$ cat config.mk
export PLATFORM = sky130hd
export DESIGN_NAME = mux_sel_arbiter
export DESIGN_NICKNAME = d
export VERILOG_FILES = /design/src/rtl/mux_sel_arbiter.sv
export SDC_FILE = /design/constraint.sdc
export NUM_CORES = 1
export LEC_CHECK = 0
export ABC_AREA = 1
export CAP_MARGIN = 20
export CORE_ASPECT_RATIO = 0.8
export CORE_MARGIN = 10
export CORE_UTILIZATION = 61
export CTS_BUF_LIST = sky130_fd_sc_hd__clkbuf_4 sky130_fd_sc_hd__clkbuf_8
export DETAILED_ROUTE_END_ITERATION = 10
export GPL_ROUTABILITY_DRIVEN = 0
export GPL_TIMING_DRIVEN = 1
export PLACE_DENSITY = 0.95
export SKIP_CTS_REPAIR_TIMING = 1
export SLEW_MARGIN = 5
export SYNTH_ARGS = -nofsm -noshare
export SYNTH_HDL_FRONTEND = slang
export SYNTH_SLANG_ARGS = --single-unit
$ cat constraint.sdc
create_clock -name clk -period 3.3 [get_ports clk]
set_input_delay 0.495 -clock clk [delete_from_list [all_inputs] [get_ports clk]]
set_output_delay 0.495 -clock clk [all_outputs]
set_load 0.05 [all_outputs]
$ cat src/rtl/mux_sel_arbiter.sv
// Round-robin arbiter sharing a 4:1 mux among four requesters, with a bounded tenure
// and a one-cycle break-before-make gap. Optional MUX_ARB_LOCK_EN adds a lock input.
module mux_sel_arbiter #(
  parameter int unsigned MAX_HOLD = 8,
  parameter int unsigned CNT_W    = 4
) (
  input  logic       clk,
  input  logic       rst_n,
  input  logic [3:0] req,
`ifdef MUX_ARB_LOCK_EN
  input  logic       lock,
`endif
  output logic [3:0] grant,
  output logic       s1,
  output logic       s0,
  output logic       busy
);

  localparam logic [0:0] ST_IDLE  = 1'b0;
  localparam logic [0:0] ST_GRANT = 1'b1;

  localparam logic [CNT_W-1:0] HOLD_SAT  = CNT_W'(MAX_HOLD);
  localparam logic [CNT_W-1:0] HOLD_LAST = CNT_W'(MAX_HOLD - 1);

  logic [0:0]       state_q, state_d;
  logic [3:0]       grant_q, grant_d;
  logic [1:0]       sel_q, sel_d;
  logic [1:0]       last_q, last_d;
  logic [CNT_W-1:0] cnt_q, cnt_d;
  logic             busy_q, busy_d;

  logic [1:0]       pick;
  logic             found;
  logic             rival;
  logic             preempt_en;

  // Rotating scan starting just after the last owner.
  always_comb begin
    found = 1'b0;
    pick  = last_q;
    for (int k = 1; k <= 4; k++) begin
      if (!found && req[2'(last_q + 2'(k))]) begin
        found = 1'b1;
        pick  = 2'(last_q + 2'(k));
      end
    end
  end

  // In GRANT, grant_q is exactly the owner mask, so anything else requesting is a rival.
  assign rival = |(req & ~grant_q);

`ifdef MUX_ARB_LOCK_EN
  assign preempt_en = ~lock;
`else
  assign preempt_en = 1'b1;
`endif

  always_comb begin
    state_d = state_q;
    grant_d = grant_q;
    sel_d   = sel_q;
    last_d  = last_q;
    cnt_d   = cnt_q;
    unique case (state_q)
      ST_IDLE: begin
        if (found) begin
          state_d = ST_GRANT;
          grant_d = 4'(4'b0001 << pick);
          sel_d   = pick;
          cnt_d   = '0;
        end
      end
      ST_GRANT: begin
        // >= so a rival arriving after saturation (or after lock drops) still preempts.
        if (!req[sel_q] || (preempt_en && rival && (cnt_q >= HOLD_LAST))) begin
          state_d = ST_IDLE;
          grant_d = '0;
          last_d  = sel_q;
        end else if (cnt_q != HOLD_SAT) begin
          cnt_d = cnt_q + CNT_W'(1);
        end
      end
      default: begin
        state_d = ST_IDLE;
        grant_d = '0;
      end
    endcase
    busy_d = |grant_d;
  end

  always_ff @(posedge clk or negedge rst_n) begin
    if (!rst_n) begin
      state_q <= ST_IDLE;
      grant_q <= '0;
      sel_q   <= 2'b00;
      last_q  <= 2'd3;
      cnt_q   <= '0;
      busy_q  <= 1'b0;
    end else begin
      state_q <= state_d;
      grant_q <= grant_d;
      sel_q   <= sel_d;
      last_q  <= last_d;
      cnt_q   <= cnt_d;
      busy_q  <= busy_d;
    end
  end

  assign grant = grant_q;
  assign s1    = sel_q[1];
  assign s0    = sel_q[0];
  assign busy  = busy_q;

endmodule

==> metrics list <==
- The run finished with clean final reports.
* Arrival time worst endpoint: 1.59 ns
- The first global-routing pass estimated 4.40 mm of wire.
* Share of cells above drive strength 1: 19.5%
- Sort of element at the end of the critical path: output port
* Core outline area: 1640 um^2
* Unrepaired setup endpoints after global routing: false
* Synth top area share: 28.1%
- For this block, wires on met1 add up to 1.07 mm.
* Vertical die dimension: 57.4 um
- The number of nets handed over by synthesis was 158.
- STA classifies the critical path startpoint as a register.
- Number of global-route vias before repair: 985
- Buffers plus inverters on the worst setup path: 1
- Across the run, the number of max-cap violations was 0.
- The worst hold path belongs to the class reg -> reg.
* WL/cell: 13.8 um
- Headroom to the max-slew limit came out at 56.7%.
- The repair_antennas step left the layout with diodes totalling 0.
* WL final: 2.57 mm
- Across every metal layer, demand over resource in global routing totals 14.3%.
- Sorting the synthesized cells by area gives the leading types as sky130_fd_sc_hd__dfrtp_1, sky130_fd_sc_hd__nand2_1, sky130_fd_sc_hd__nand3_1.
- The clock passes through at most 2 buffers.
- Number of buffer cells added on primary ports: 12
- Sequential cells were found to cover 33.1% of the synthesized design area.
* Fmax: 481 MHz
- Final worst clock skew: 0.00184 ns
- The count of final hold-check violations was 0.
* Via count: 1,040
- The area growth from synthesis to layout is 15.1%.
* Top cells by count, synth: sky130_fd_sc_hd__nand2_1, sky130_fd_sc_hd__nand3_1, sky130_fd_sc_hd__dfrtp_1, sky130_fd_sc_hd__inv_1
- After synthesis the cells add up to 1070 um^2.
- Largest net degree at the start of global routing: 15
- Avg Synthesized Cell Area: 7.12 um^2
- CTS H-Tree Depth: 1
- CTS Root Cell: sky130_fd_sc_hd__clkbuf_4
- Number of buffers added by the clock tree synthesis step: 3
- The floorplan has 13 rows.
- Setup violations remaining at the end of the flow were counted as 0.
- Routed met2 length: 1.25 mm
- The largest single stage delay on the critical path is 0.85 ns.
* Number of nets in the finished design: 173
- The worst hold path begins at cnt_q[0]$_DFFE_PN0P_.
- Placed inst area: 1190 um^2
- For the worst setup path, the data required time is 2.80 ns.
* Detail Route met3 WL: 207 um
* Worst hold slack: 0.582 ns
- The synthesized netlist devotes 44.7% of its cell area to simple gates.
* Time the final worst path needs with I/O delays and setup: 2.08 ns
- For flop-to-flop paths, the worst setup slack is 1.26 ns.
- Crit share post-route: 63.0%
- Worst Reg2Reg Path Length in Cells: 13
* Highest metal layer with signal wires: met4
- Worst-skew pair later-pin latency: 0.28 ns
- In this run the critical register-to-register path is captured at busy$_DFF_PN0_.
- Final cell area excluding filler cells: 1230 um^2
- The startpoint identified for the worst register-to-register timing path is last_q[0]$_DFFE_PN1N_.
- At the pin with the least slew margin, the transition time is 0.647 ns.
- Die width: 66.8 um
- Count of pins on the block boundary: 13
- Master of the slowest instance on the critical path: sky130_fd_sc_hd__clkdlybuf4s50_1
- Critical path class: reg -> out
- After legalization and detailed placement, the total HPWL measured 2.01 mm.
* Leftover overflow at the end of global routing: 0
* Async set-or-reset flop fraction in the synthesized netlist: 100%
* Drc violations: 0
- Synthesized-area fraction occupied by adder cells: 2.34%
* EDFF count, synth: 0
- Fraction of the mapped netlist area in compound gates: 11.5%
- Measured against the total synthesized area, the mux share comes to 0%.
- Post-DRT Antenna Nets: 0
* Clock-pin slew reported for the worst setup and hold paths after clock tree synthesis: 0.09 ns
* Dominant register cell in the synthesized netlist: sky130_fd_sc_hd__dfrtp_1
- By area, the combinational part of the netlist is dominated by simple AND/OR/NAND/NOR gates.
- The first TritonRoute pass finished after 4 iterations.
* Clock tree from TritonCTS: built
- Most used standard cell by instance count after synthesis: sky130_fd_sc_hd__nand2_1
- The max-slew violation count is 0.
- Count of distinct cell types in the synthesized netlist: 25
* Critical-path maximum fanout: 6
- Along the worst hold path, the cell count comes to 2.
- DR vias/cell: 5.59
* Terminating pin of the worst hold path: cnt_q[0]$_DFFE_PN0P_
- Adding up every negative setup slack in the final design gives 0 ns.
- Clk sink count: 14
- After synthesis the netlist holds a flip-flop and latch count of 14.
* Utilization after layout: 74.8%
- sky130_fd_sc_hd__dfrtp_1 takes more of the synthesized area than any other cell.
* Fill cell count: 131
- Top Family by Delay on Critical Path: buffers and inverters
- The synthesized netlist devotes 0.821% of its cell area to XOR and XNOR gates.
* Starting density of the core: 65.0%
- Cells traversed along the worst timing path: clkdlybuf4s50_1
* Yosys warns: 0
- Antenna violations before repair: 0
- Cell count after synthesis: 150
- The die covers 3830 um^2.
* DRC violation total after the first TritonRoute iteration: 46
-- how the worst max path moves through the flow --
stage	slack [ns]	cells past startpoint	start	end
3_3_place_gp	1.13	14	req[2]	busy$_DFF_PN0_
3_5_place_dp	1.09	11	req[2]	busy$_DFF_PN0_
6_report	1.22	1	sel_q[0]$_DFFE_PN0P_	s0
2_1_floorplan	1.61	9	grant[3]$_DFF_PN0_	busy$_DFF_PN0_
5_1_grt	1.08	13	last_q[0]$_DFFE_PN1N_	busy$_DFF_PN0_
4_1_cts	1.23	1	sel_q[0]$_DFFE_PN0P_	s0
-- state kept, by name, summed over array words and instances (netlist names) --
name,count
grant,4
busy,1
last_q,2
sel_q,2
state_q,1
cnt_q,4
-- through the flow --
step                worst slack, ns  instances
detailed placement             1.09        182
global placement               1.13        182
CTS                            1.23        186
floorplan                      1.61        150
global route                   1.08        186
finish                         1.22        186
-- area by class of cell --
cell class	instances	area, um^2	share of cell area [%]
Sequential cell	14	353	28.7
Tap cell	22	27.5	2.24
Timing Repair Buffer	12	120	9.78
Inverter	15	58.8	4.79
Multi-Input combinational cell	119	633	51.5
Clock buffer	4	36.3	2.95
-- layer usage --
| metal | vias up | global-route usage, % |
|---|---|---|
| met3 | 7 | 6.04 |
| li1 | 508 | - |
| met2 | 43 | 23.1 |
| met1 | 482 | 16.2 |
| met5 | - | 0 |
| met4 | 0 | 5.07 |
-- cell usage in the layout (no fill, tap or decap) --
master and count:
sky130_fd_sc_hd__nand3_1 13, sky130_fd_sc_hd__o21ai_4 2, sky130_fd_sc_hd__inv_1 10, sky130_fd_sc_hd__inv_2 4, sky130_fd_sc_hd__or2_2 2, sky130_fd_sc_hd__nor2_2 1
sky130_fd_sc_hd__ha_1 2, sky130_fd_sc_hd__nor2_4 2, sky130_fd_sc_hd__o21ai_1 4, sky130_fd_sc_hd__dfrtp_1 12, sky130_fd_sc_hd__nand3b_1 1, sky130_fd_sc_hd__o22ai_1 2
sky130_fd_sc_hd__o21bai_1 1, sky130_fd_sc_hd__nand2_2 7, sky130_fd_sc_hd__or2_1 1, sky130_fd_sc_hd__a21oi_1 3, sky130_fd_sc_hd__dfstp_2 2, sky130_fd_sc_hd__nand2_1 58
sky130_fd_sc_hd__inv_4 1, sky130_fd_sc_hd__o21ai_0 7, sky130_fd_sc_hd__nand3_2 2, sky130_fd_sc_hd__nor2_1 5, sky130_fd_sc_hd__xor2_1 1, sky130_fd_sc_hd__clkbuf_8 1
sky130_fd_sc_hd__nand2_4 5, sky130_fd_sc_hd__clkbuf_4 3, sky130_fd_sc_hd__clkdlybuf4s50_1 12
-- logic make-up after synthesis --
family	after synthesis
buffers and inverters	17
xor gates and xnor gates	1
DFF	14
AOI/OAI and AO/OA	19
and+or+nand+nor	97
adders and majority gates	2
Power is left out: the tool's default activity adds up to more than one toggle a clock period on the data nets, which glitch-free logic cannot reach.
